[config.mk]
export PLATFORM = sky130hd
export DESIGN_NAME = bb_adc_fsm
export DESIGN_NICKNAME = d
export VERILOG_FILES = /design/src/rtl/bb_adc_pkg.sv /design/src/rtl/srnlce.sv /design/src/rtl/bb_adc_fsm.sv
export SDC_FILE = /design/constraint.sdc
export NUM_CORES = 1
export LEC_CHECK = 0
export CAP_MARGIN = 20
export CELL_PAD_IN_SITES_DETAIL_PLACEMENT = 1
export CELL_PAD_IN_SITES_GLOBAL_PLACEMENT = 1
export CORE_ASPECT_RATIO = 0.9
export CORE_UTILIZATION = 41
export DETAILED_ROUTE_END_ITERATION = 6
export PLACE_DENSITY = 0.82
export SYNTH_ARGS = -nofsm -noshare
export SYNTH_HDL_FRONTEND = slang
export SYNTH_SLANG_ARGS = --single-unit
[constraint.sdc]
create_clock -name CLK -period 1.65 [get_ports CLK]
set_input_delay 0.33 -clock CLK [delete_from_list [all_inputs] [get_ports CLK]]
set_output_delay 0.33 -clock CLK [all_outputs]
set_load 0.05 [all_outputs]
[src/rtl/bb_adc_pkg.sv]
// Shared definitions for the Burr-Brown serial ADC readout controller.
//   BB_WIDTH   : width of one ADC conversion result
//   state_t    : readout controller states
//   vote_state : bitwise 2-of-3 majority over three state copies
package bb_adc_pkg;

  localparam int BB_WIDTH = 16;

  typedef enum logic [2:0] {
    IDLE  = 3'd0,
    CONV  = 3'd1,
    WAITB = 3'd2,
    WAITD = 3'd3,
    SHIFT = 3'd4,
    READY = 3'd5
  } state_t;

  function automatic state_t vote_state(input state_t a, input state_t b, input state_t c);
    return state_t'((a & b) | (a & c) | (b & c));
  endfunction

endpackage

[src/rtl/srnlce.sv]
// Generic shift register with parallel load, clock enable and async clear.
// Parameters:
//   Width : register width (>= 2)
//   Left  : 1 shifts towards the MSB (SI enters bit 0), 0 shifts towards the LSB
//   TMR   : 1 keeps three copies of the register and outputs their majority
// Ports:
//   C   in  clock, rising edge
//   CE  in  clock enable; 0 holds Q
//   CLR in  asynchronous clear, active high
//   L   in  parallel load of D, has priority over shifting when CE=1
//   SI  in  serial input
//   D   in  parallel load data
//   Q   out register contents
module srnlce #(
  parameter int Width = 16,
  parameter bit Left  = 1'b1,
  parameter bit TMR   = 1'b0
) (
  input  logic             C,
  input  logic             CE,
  input  logic             CLR,
  input  logic             L,
  input  logic             SI,
  input  logic [Width-1:0] D,
  output logic [Width-1:0] Q
);

  logic [Width-1:0] q_next;

  // Next value is computed from the voted output so a single upset copy
  // is corrected on the following enabled or disabled clock edge.
  always_comb begin
    q_next = Q;
    if (CE) begin
      if (L) begin
        q_next = D;
      end else if (Left) begin
        q_next = {Q[Width-2:0], SI};
      end else begin
        q_next = {SI, Q[Width-1:1]};
      end
    end
  end

  generate
    if (TMR) begin : g_tmr
      logic [Width-1:0] q_a, q_b, q_c;

      always_ff @(posedge C or posedge CLR) begin
        if (CLR) begin
          q_a <= '0;
          q_b <= '0;
          q_c <= '0;
        end else begin
          q_a <= q_next;
          q_b <= q_next;
          q_c <= q_next;
        end
      end

      assign Q = (q_a & q_b) | (q_a & q_c) | (q_b & q_c);
    end else begin : g_plain
      logic [Width-1:0] q_r;

      always_ff @(posedge C or posedge CLR) begin
        if (CLR) begin
          q_r <= '0;
        end else begin
          q_r <= q_next;
        end
      end

      assign Q = q_r;
    end
  endgenerate

endmodule

[src/rtl/bb_adc_fsm.sv]
// Burr-Brown serial ADC readout controller. A read strobe with READBB starts
// a conversion pulse, waits for the ADC busy phase (with timeout), shifts in a
// 16-bit result MSB-first and then flags DATAREADY until the strobe drops.
// Parameters:
//   TMR      : 1 triplicates state and readback registers with majority vote
//   CONV_CYC : BBCONV high time in CLK cycles (1..15)
//   BUSY_TO  : max cycles spent in WAITB waiting for ADCBUSY (1..255)
// Ports:
//   CLK       in  clock, rising edge
//   RST_B     in  asynchronous reset, active low
//   STROBE    in  VME data strobe (synchronous)
//   READBB    in  decoded read-Burr-Brown command
//   ADCBUSY   in  ADC busy, active high
//   BBSDATA   in  ADC serial data
//   BBCONV    out conversion start (registered)
//   BBSCLKEN  out serial clock enable, high during the 16 shift cycles
//   DATAREADY out result valid (registered)
//   QBB       out readback register, bit 15 = first bit received
module bb_adc_fsm
  import bb_adc_pkg::*;
#(
  parameter bit TMR      = 1'b0,
  parameter int CONV_CYC = 2,
  parameter int BUSY_TO  = 255
) (
  input  logic                CLK,
  input  logic                RST_B,
  input  logic                STROBE,
  input  logic                READBB,
  input  logic                ADCBUSY,
  input  logic                BBSDATA,
  output logic                BBCONV,
  output logic                BBSCLKEN,
  output logic                DATAREADY,
  output logic [BB_WIDTH-1:0] QBB
);

  localparam logic [3:0] CONV_LAST = 4'(CONV_CYC - 1);
  localparam logic [7:0] TO_LAST   = 8'(BUSY_TO - 1);
  localparam logic [3:0] BIT_LAST  = 4'(BB_WIDTH - 1);

  state_t     state, next_state;
  logic       start;
  logic [3:0] conv_cnt;
  logic [7:0] to_cnt;
  logic [3:0] bit_cnt;

  // State register, optionally triplicated with a majority-voted read-out.
  generate
    if (TMR) begin : g_state_tmr
      state_t st_a, st_b, st_c;

      always_ff @(posedge CLK or negedge RST_B) begin
        if (!RST_B) begin
          st_a <= IDLE;
          st_b <= IDLE;
          st_c <= IDLE;
        end else begin
          st_a <= next_state;
          st_b <= next_state;
          st_c <= next_state;
        end
      end

      assign state = vote_state(st_a, st_b, st_c);
    end else begin : g_state
      always_ff @(posedge CLK or negedge RST_B) begin
        if (!RST_B) begin
          state <= IDLE;
        end else begin
          state <= next_state;
        end
      end
    end
  endgenerate

  // A dropped strobe aborts any active phase straight back to IDLE.
  always_comb begin
    next_state = state;
    start      = 1'b0;
    unique case (state)
      IDLE: begin
        if (STROBE && READBB) begin
          next_state = CONV;
          start      = 1'b1;
        end
      end
      CONV: begin
        if (!STROBE) begin
          next_state = IDLE;
        end else if (conv_cnt == CONV_LAST) begin
          next_state = WAITB;
        end
      end
      WAITB: begin
        if (!STROBE) begin
          next_state = IDLE;
        end else if (ADCBUSY) begin
          next_state = WAITD;
        end else if (to_cnt == TO_LAST) begin
          next_state = SHIFT;
        end
      end
      WAITD: begin
        if (!STROBE) begin
          next_state = IDLE;
        end else if (!ADCBUSY) begin
          next_state = SHIFT;
        end
      end
      SHIFT: begin
        if (!STROBE) begin
          next_state = IDLE;
        end else if (bit_cnt == BIT_LAST) begin
          next_state = READY;
        end
      end
      READY: begin
        if (!STROBE) begin
          next_state = IDLE;
        end
      end
      default: next_state = IDLE;
    endcase
  end

  // Each counter is held at zero outside its own state, so it starts from
  // zero on every entry; inside the state it saturates instead of wrapping.
  always_ff @(posedge CLK or negedge RST_B) begin
    if (!RST_B) begin
      conv_cnt <= '0;
      to_cnt   <= '0;
      bit_cnt  <= '0;
    end else begin
      if (state != CONV) begin
        conv_cnt <= '0;
      end else if (conv_cnt != 4'hF) begin
        conv_cnt <= conv_cnt + 4'd1;
      end

      if (state != WAITB) begin
        to_cnt <= '0;
      end else if (to_cnt != 8'hFF) begin
        to_cnt <= to_cnt + 8'd1;
      end

      if (state != SHIFT) begin
        bit_cnt <= '0;
      end else if (bit_cnt != 4'hF) begin
        bit_cnt <= bit_cnt + 4'd1;
      end
    end
  end

  // Outputs are flops fed from next_state so they track the state register
  // exactly while never exposing a combinational path from the inputs.
  always_ff @(posedge CLK or negedge RST_B) begin
    if (!RST_B) begin
      BBCONV    <= 1'b0;
      BBSCLKEN  <= 1'b0;
      DATAREADY <= 1'b0;
    end else begin
      BBCONV    <= (next_state == CONV);
      BBSCLKEN  <= (next_state == SHIFT);
      DATAREADY <= (next_state == READY);
    end
  end

  // Readback register: cleared on the start edge, shifts MSB-first in SHIFT.
  srnlce #(
    .Width(BB_WIDTH),
    .Left (1'b1),
    .TMR  (TMR)
  ) u_readback (
    .C  (CLK),
    .CE ((state == SHIFT) | start),
    .CLR(!RST_B),
    .L  (start),
    .SI (BBSDATA),
    .D  ({BB_WIDTH{1'b0}}),
    .Q  (QBB)
  );

endmodule

==> out/results.ini, run 1 <==
[setup_path]
worstSetupPathType=reg2reg
worstPathArrival_ps=1760
max_stage_delay_ps=520
critPathCaptureType=register
rrSetupSlack_ps=80
r2r_cells=4
worstSetupStartpoint=state[0]$_DFF_PN0_
worstPathCellList=or3b_4, o22ai_1, a311oi_1, and2_1
crit-reg2reg-launch=state[0]$_DFF_PN0_
cp-start-kind=register
cpMaxStageDelayCell=dfrtp_1
worstPathMaxFanout=10
endpoint=BBSCLKEN$_DFF_PN0_
required_ps=1840
r2r-end=BBSCLKEN$_DFF_PN0_

[synth]
synth.largest_area_cell=dfrtp_1
synth_fp_nets=204
synth_top_area_frac=0.528
synth_edf_count=0
async_flop_share=1.00
syn_area_um2=1800
avgSynthCellArea_um2=9.33
ys_ff_latch=38
synth.most_common_cell=nand2_1
ys_types=34
yosysSeqAreaShare=0.528
ys.flop_type=dfrtp_1
ys.warnings.count=0
netlist_instances=193
synth_common_cells=nand2_1 (41), dfrtp_1 (38), nor2_1 (18), o21ai_1 (16), buf_2 (7)
synthTopCellsByArea=dfrtp_1 (53%), nand2_1 (8.5%), o21ai_1 (4.4%)

[clock_network]
clk_latency_ps=290
clk_pin_slew_worst_paths_ps=80
cts_hold_buffers=0
ctsResizeCount=0
htreeDepth=2
clock_path_buffers=2
tritoncts=built
cts_sinks=38
postCtsSetupBuffers=0
ctsRootBufferMaster=clkbuf_8
cts_made_buffers=5

[sta]
worst_pin_slew_ps=489
fmax_ghz=0.635
whs_ps=83.6
slew_viol_final=0
grt_setup_unrepaired=no
hold_violations=0
min_period_over_period=0.955
setup_viol=0
slew_headroom=0.674
finClkSkew_ps=6.46
period_needed_ps=1570

[final_layout]
layout-area-overhead-vs-synth_pct=24.3
final_layout_size_suffix_gt1_frac=0.183
fin_cells=284
final_nets=234
final_area_um2=2240
fill_cells=479
n_antenna_cell=0

[drt]
drt-pass1-iter-count=4
routed_via_density=5.19
drt_iter0_markers=84
wl_per_cell_um=15.0
route.detailed.drc=0
ant_nets=0
vias=1473
wl_um=4270

[placement]
portBuffers=24
dp.cells=276
placed_area_um2=2090
gp_congestion=0.785
dp_hpwl_um=3140

[run_status]
status=complete, no violations

[power]
peakVddDrop_mv=0.485
pwr_density_cell_nw_per_um2=981
leakagePower_nw=1.03

[floorplan]
die_w_um=71.9
core-area_um2=4160
num_rows=22
die_h_um=64.9
pin_count=25
die-area_um2=4660
start_util=0.433

[min_path]
hp-class=in2async

[grt]
grt_use_total=0.209
grt_max_degree=39
overflow=0
antenna_found_initial=0
grt_pass1_wl_um=7410
first_global_vias=1561

[run]
drv_cap=0

==> sequential cells by signal, indices dropped and copies added (netlist names) <==
| name | cells |
|---|---|
| u_readback.Q | 16 |
| to_cnt | 8 |
| bit_cnt | 4 |
| conv_cnt | 4 |
| state | 3 |
| BBCONV | 1 |
| BBSCLKEN | 1 |
| DATAREADY | 1 |
==> logic make-up (layout without fill, tap and decap cells) <==
| logic type | count (synthesis) | count (layout) | share of synthesized area |
|---|---|---|---|
| AOI/OAI and AO/OA | 41 | 41 | 0.142 |
| muxes | 1 | 1 | 0.00556 |
| adders and majority gates | 5 | 5 | 0.0347 |
| buffers and inverters | 14 | 45 | 0.0382 |
| and+or+nand+nor | 90 | 90 | 0.232 |
| xor gates and xnor gates | 4 | 4 | 0.0195 |
| DFF | 38 | 38 | 0.528 |
==> power by group <==
| group | switching [mW] | total [mW] | internal [mW] |
|---|---|---|---|
| Clock | 0.334 | 0.978 | 0.645 |
| Sequential | 0.0301 | 0.982 | 0.952 |
| Combinational | 0.134 | 0.234 | 0.0996 |
| Total | 0.498 | 2.19 | 1.70 |
==> worst min path at each step <==
stage,from,to,cells after the start
final,RST_B,conv_cnt[1]$_DFFE_PN0P_,2
after CTS,RST_B,u_readback.Q[13]$_DFFE_PN0P_,2
after global placement,RST_B,conv_cnt[1]$_DFFE_PN0P_,2
after floorplan,RST_B,BBCONV$_DFF_PN0_,0
after detailed placement,RST_B,conv_cnt[1]$_DFFE_PN0P_,2
after global routing,RST_B,conv_cnt[3]$_DFFE_PN0P_,2
==> metal layers <==
layer	global-route usage	routed length [µm]	vias to the layer above
li1	-	-	722
met5	0	0	-
met3	0.0435	103	9
met4	0.0882	85	0
met1	0.258	1930	725
met2	0.354	2150	17
==> cell type report <==
class / instances / area [µm²] / share of cell area
Tap cell: 60 / 75.1 / 0.0336
Inverter: 4 / 15.0 / 0.00671
Clock buffer: 6 / 82.6 / 0.0369
Sequential cell: 38 / 951 / 0.425
Clock inverter: 2 / 60.1 / 0.0268
Multi-Input combinational cell: 141 / 786 / 0.351
Timing Repair Buffer: 33 / 268 / 0.120
==> metrics by stage <==
| step | power (mW) | TNS [ps] | utilization | setup slack [ps] |
|---|---|---|---|---|
| 4_1_cts | 2.22 | 0 | 0.537 | 71.4 |
| 2_1_floorplan | 1.13 | 0 | - | 239 |
| 5_1_grt | 2.28 | 0 | 0.538 | 14.3 |
| 3_3_place_gp | 1.21 | -1370 | 0.503 | -85.8 |
| 3_5_place_dp | 1.23 | -2390 | 0.503 | -150 |
| 6_report | 2.19 | 0 | 0.538 | 75.0 |
==> worst max-delay path, delay by kind of cell (launching register included) <==
family | cells | cell delay (ps)
AOI/OAI and AO/OA | 2 | 280
DFF | 1 | 520
and+or+nand+nor | 2 | 660
==> layout by cell type, fill, tap and decap left out, drive strengths merged, types with 2 or more instances in the layout <==
master / netlist / final
nand2: 41 / 41
dfrtp: 38 / 38
buf: 8 / 29
o21ai: 19 / 19
nor2: 18 / 18
and3: 6 / 6
nand3: 6 / 6
a31oi: 6 / 6
clkbuf: 2 / 6
a211oi: 6 / 6
ha: 5 / 5
inv: 4 / 4
a21oi: 4 / 4
nor3: 4 / 4
xnor2: 4 / 4
clkdlybuf4s50: 0 / 4
nor3b: 4 / 4
or3b: 3 / 3
nand2b: 2 / 2
and2: 2 / 2
bufinv: 0 / 2
Note: power is estimated with default switching activity, not from simulation.
==> run 2, diff against run 1 <==
- CORE_UTILIZATION: 41 -> 42
- CTS_CLUSTER_SIZE: not set -> 40
- SYNTH_HIERARCHICAL: not set -> 1
==> run 2 against run 1 <==
- final area is 9.3% higher
- first-iteration DRC count is 43% lower
- sequential share of layout area is 3.6 points lower
- core utilization is 0.99 points higher
- largest cell class unchanged
==> out/results.ini, run 2 <==
[synth]
synth_top_area_frac=0.488
async_flop_share=1.00
yosysSeqAreaShare=0.488
synthTopCellsByArea=dfrtp_1 (49%), mux2i_1 (8.7%), nor2_1 (6.2%)
synth_edf_count=0
synth.most_common_cell=dfrtp_1
synth.largest_area_cell=dfrtp_1
avgSynthCellArea_um2=10.1
synth_common_cells=dfrtp_1 (38), nor2_1 (32), a21oi_1 (19), mux2i_1 (17)
ys.warnings.count=6
ys.flop_type=dfrtp_1
netlist_instances=192
syn_area_um2=1950
ys_types=38
ys_ff_latch=38

[drt]
wl_um=4330
drt_iter0_markers=48
route.detailed.drc=0
wl_per_cell_um=14.4
vias=1542
routed_via_density=5.12
drt-pass1-iter-count=4
ant_nets=0

[final_layout]
final_cell_mix=dfrtp_1 (38), nor2_1 (32), buf_4 (28)
final_nets=249
fill_cells=514
layout_commonest_cell=dfrtp_1
fin_cells=301
layout-area-overhead-vs-synth_pct=25.5
largest_reg_flops=16
final_area_um2=2440
final_layout_size_suffix_gt1_frac=0.201
n_antenna_cell=0

[power]
leakagePower_nw=1.13
pwr_density_cell_nw_per_um2=1690
peakVddDrop_mv=0.922

[grt]
grt_max_degree=33
grt_pass1_wl_um=7000
overflow=0
grt_use_total=0.192
first_global_vias=1444
antenna_found_initial=0

[setup_path]
critical-path-top-delay-family=simple AND/OR/NAND/NOR gates
crit-reg2reg-launch=state[2]$_DFF_PN0_
r2r-end=BBSCLKEN$_DFF_PN0_
worstSetupPathType=reg2reg
critical_path_depth=4
critPathCaptureType=register
worstPathMaxFanout=6
max_stage_delay_ps=500
worstPathCellList=or3b_1, a211o_1, o211ai_2, nor2b_2
rrSetupSlack_ps=110
cp-start-kind=register
cp_num_buf_inv=0
required_ps=1830
worstPathArrival_ps=1720
r2r_cells=4
cpMaxStageDelayCell=or3b_1

[clock_network]
clk_latency_ps=290
cts_sinks=38
cts_hold_buffers=0
htreeDepth=2
clk_pin_slew_worst_paths_ps=80
tritoncts=built
clock_path_buffers=2
postCtsSetupBuffers=0
cts_made_buffers=5
ctsRootBufferMaster=clkbuf_8

[placement]
gp_congestion=0.767
dp.cells=293
portBuffers=24
dp_hpwl_um=3030
placed_area_um2=2290

[sta]
setup_viol=0
period_needed_ps=1540
fmax_ghz=0.651
grt_setup_unrepaired=no
slew_viol_final=0
whs_ps=438
hold_violations=0
min_period_over_period=0.931
finClkSkew_ps=8.19

[floorplan]
die_h_um=66.6
start_util=0.437
core-area_um2=4460
die-area_um2=4920
num_rows=23
die_w_um=73.8
pin_count=25

[min_path]
hp-class=in2async

[run_status]
status=complete, no violations

[run]
drv_cap=0

-- run 2: cell count changes after synthesis, sizes merged, moves of 3 or more --
cell,previous run,this run
and3,6,3
nor2,18,32
mux2i,1,17
inv,4,7
a21oi,4,19
o21ai,19,3
nand2,41,7
-- run 2: cell families after synthesis --
logic type,after synthesis,share of synthesized area
AOI/OAI and AO/OA,40,0.125
xor gates and xnor gates,4,0.0180
adders and majority gates,5,0.0321
buffers and inverters,18,0.0623
DFF,38,0.488
muxes,17,0.0873
other,1,0.00192
and+or+nand+nor,69,0.185
-- run 2: layout make-up --
type | instances | area [µm²] | area share
Multi-Input combinational cell | 151 | 947 | 0.387
Sequential cell | 38 | 951 | 0.389
Tap cell | 62 | 77.6 | 0.0317
Timing Repair Buffer | 35 | 300 | 0.123
Inverter | 7 | 26.3 | 0.0107
Clock inverter | 2 | 60.1 | 0.0246
Clock buffer | 6 | 82.6 | 0.0338
-- run 2: metrics by stage --
step	setup WS [ps]	util	power, mW	TNS, ps
after floorplan	121	-	2.64	0
after global placement	-206	0.514	3.11	-3100
after detailed placement	-270	0.514	3.16	-3310
after CTS	28.6	0.546	4.16	0
after global routing	25.8	0.548	4.33	0
final	113	0.548	4.13	0
-- run 2: worst max path at each step --
stage / from / to / slack (ps)
after floorplan: state[2]$_DFF_PN0_ / u_readback/Q[6]$_DFFE_PP0P_ / 120
after global placement: READBB / u_readback/Q[3]$_DFFE_PP0P_ / -210
after detailed placement: READBB / u_readback/Q[9]$_DFFE_PP0P_ / -270
after CTS: READBB / u_readback/Q[9]$_DFFE_PP0P_ / 30
after global routing: STROBE / u_readback/Q[11]$_DFFE_PP0P_ / 30
final: state[2]$_DFF_PN0_ / BBSCLKEN$_DFF_PN0_ / 110
-- run 2: layer usage --
| layer | track usage | vias to the layer above | part of all wire |
|---|---|---|---|
| met5 | 0 | - | 0 |
| li1 | - | 758 | - |
| met4 | 0.0577 | 0 | 0.011 |
| met1 | 0.243 | 763 | 0.46 |
| met2 | 0.319 | 16 | 0.50 |
| met3 | 0.0499 | 5 | 0.022 |
-- run 2: report_power, final --
group / switching (mW) / internal, mW / total, mW
clock: 0.327 / 0.645 / 0.971
combinational: 1.18 / 0.596 / 1.78
sequential: 0.211 / 1.16 / 1.37
-- run 2: what timing repair did --
action	4_1_cts	5_1_grt
endpoints found under the setup margin	0	4
hold endpoints to repair	0	0
resized for setup	0	3
==> run 3, diff against run 2 <==
- SKIP_CTS_REPAIR_TIMING: not set -> 1
- clock period: 1.65 -> 1.6 ns (I/O delays scaled with it)
==> run 3 against run 2 <==
- count of clock-buffer cells in the layout stayed put
- largest power group unchanged
- first-iteration DRC count is 94% higher
- register-to-register slack hardly changed
- non-clock buffer count is 2 higher
- clock power is 28% lower
- final area is 1.1% higher
- power hardly changed
- via count is 0.78% lower
- critical path depth is 3 higher
- sequential share of layout area is 0.43 points lower
==> out/results.ini, run 3 (same netlist as run 2, synthesis figures left out) <==
[grt]
first_global_vias=1535
overflow=0
grt_use_total=0.195
antenna_found_initial=0
grt_max_degree=33
grt_pass1_wl_um=7030

[sta]
grt_setup_unrepaired=no
hold_violations=0
min_period_over_period=0.955
worst_slack_ps=72.2
fmax_ghz=0.655
slew_viol_final=0
period_needed_ps=1530
finClkSkew_ps=5.94
setup_viol=0

[drt]
drt-pass1-iter-count=4
wl_um=4250
wl_per_cell_um=14.0
route.detailed.drc=0
routed_via_density=5.05
drt_iter0_markers=93
vias=1530
ant_nets=0

[final_layout]
layout-area-overhead-vs-synth_pct=26.9
n_antenna_cell=0
fill_cells=502
fin_util=0.554
final_layout_size_suffix_gt1_frac=0.203
regArea_um2=951
largest_reg_flops=16
fin_cells=303
final_cell_mix=dfrtp_1 (38), nor2_1 (32), buf_4 (25)
final_nets=251
layout_commonest_cell=dfrtp_1
multiInputGateArea_um2=945

[placement]
dp_hpwl_um=3070
pre_cts_slack_ps=-286
dp.cells=295
portBuffers=24
gp_congestion=0.771

[setup_path]
required_ps=1770
worstPathArrival_ps=1700
worstPathMaxFanout=16
r2r_cells=5
worstSetupPathType=in2reg
cp-start-kind=input port
critPathCaptureType=register

[clock_network]
clk_pin_slew_worst_paths_ps=80
clk_latency_ps=290
ctsRootBufferMaster=clkbuf_8
tritoncts=built
cts_sinks=38
clock_path_buffers=2
htreeDepth=2
cts_made_buffers=5

[min_path]
hp-class=in2async

[power]
power_mw=4.12
peakVddDrop_mv=0.705
leakagePower_nw=1.14
pwr_density_cell_nw_per_um2=1670

[floorplan]
die-area_um2=4920
core-area_um2=4460
die_w_um=73.8
die_h_um=66.6
pin_count=25
num_rows=23
start_util=0.437

[run_status]
status=complete, no violations

[run]
drv_cap=0

run 3: cell count changes in the layout (fill, tap and decap cells not counted), sizes merged:
cell and delta:
clkinvlp +1, buf +2, bufinv -2, clkinv +1
run 3: stage by stage:
stage                     hold WS [ps]  cell area, µm²  setup TNS [ps]
after floorplan                   24.4            2000               0
after global placement             500            2370           -3600
after detailed placement           517            2370           -4140
after CTS                          458            2460               0
after global routing               490            2470               0
final                              445            2470               0
run 3: area by class of cell:
cell class	instances	area share
Sequential cell	38	0.385
Clock inverter	2	0.00506
Clock buffer	6	0.0334
Inverter	7	0.0106
Timing Repair Buffer	37	0.153
Multi-Input combinational cell	151	0.382
Tap cell	62	0.0314
run 3: path summary, 6_finish.rpt:
kind	slack [ps]	startpoint	to
worst min register to register	530	bit_cnt[3]$_DFFE_PN0P_	bit_cnt[3]$_DFFE_PN0P_
worst max register to register	110	bit_cnt[0]$_DFFE_PN0P_	BBSCLKEN$_DFF_PN0_
max in group asynchronous	910	RST_B	u_readback/Q[8]$_DFFE_PP0P_
min in group CLK	530	bit_cnt[3]$_DFFE_PN0P_	bit_cnt[3]$_DFFE_PN0P_
worst max-delay path	70	READBB	u_readback/Q[3]$_DFFE_PP0P_
worst min-delay path	450	RST_B	to_cnt[1]$_DFFE_PN0P_
run 3: worst max-delay path: stages:
cell and delay (ps):
clkdlybuf4s50_1 490, nor3b_2 190, nand2_1 90, inv_1 100, buf_12 170, mux2i_1 240, a21oi_1 100
run 3: routing by layer:
| layer | routed length, µm | part of all wire | GRT usage | up-vias |
|---|---|---|---|---|
| met5 | 0 | 0 | 0 | - |
| met4 | 27 | 0.0063 | 0.0649 | 0 |
| met3 | 85 | 0.020 | 0.0545 | 2 |
| met2 | 2160 | 0.51 | 0.327 | 12 |
| met1 | 1980 | 0.47 | 0.239 | 758 |
| li1 | - | - | - | 758 |
run 3: power by group:
part           switching (mW)  internal, mW
clock network           0.351         0.347
registers               0.240          1.20
logic                    1.22         0.764
total                    1.81          2.31
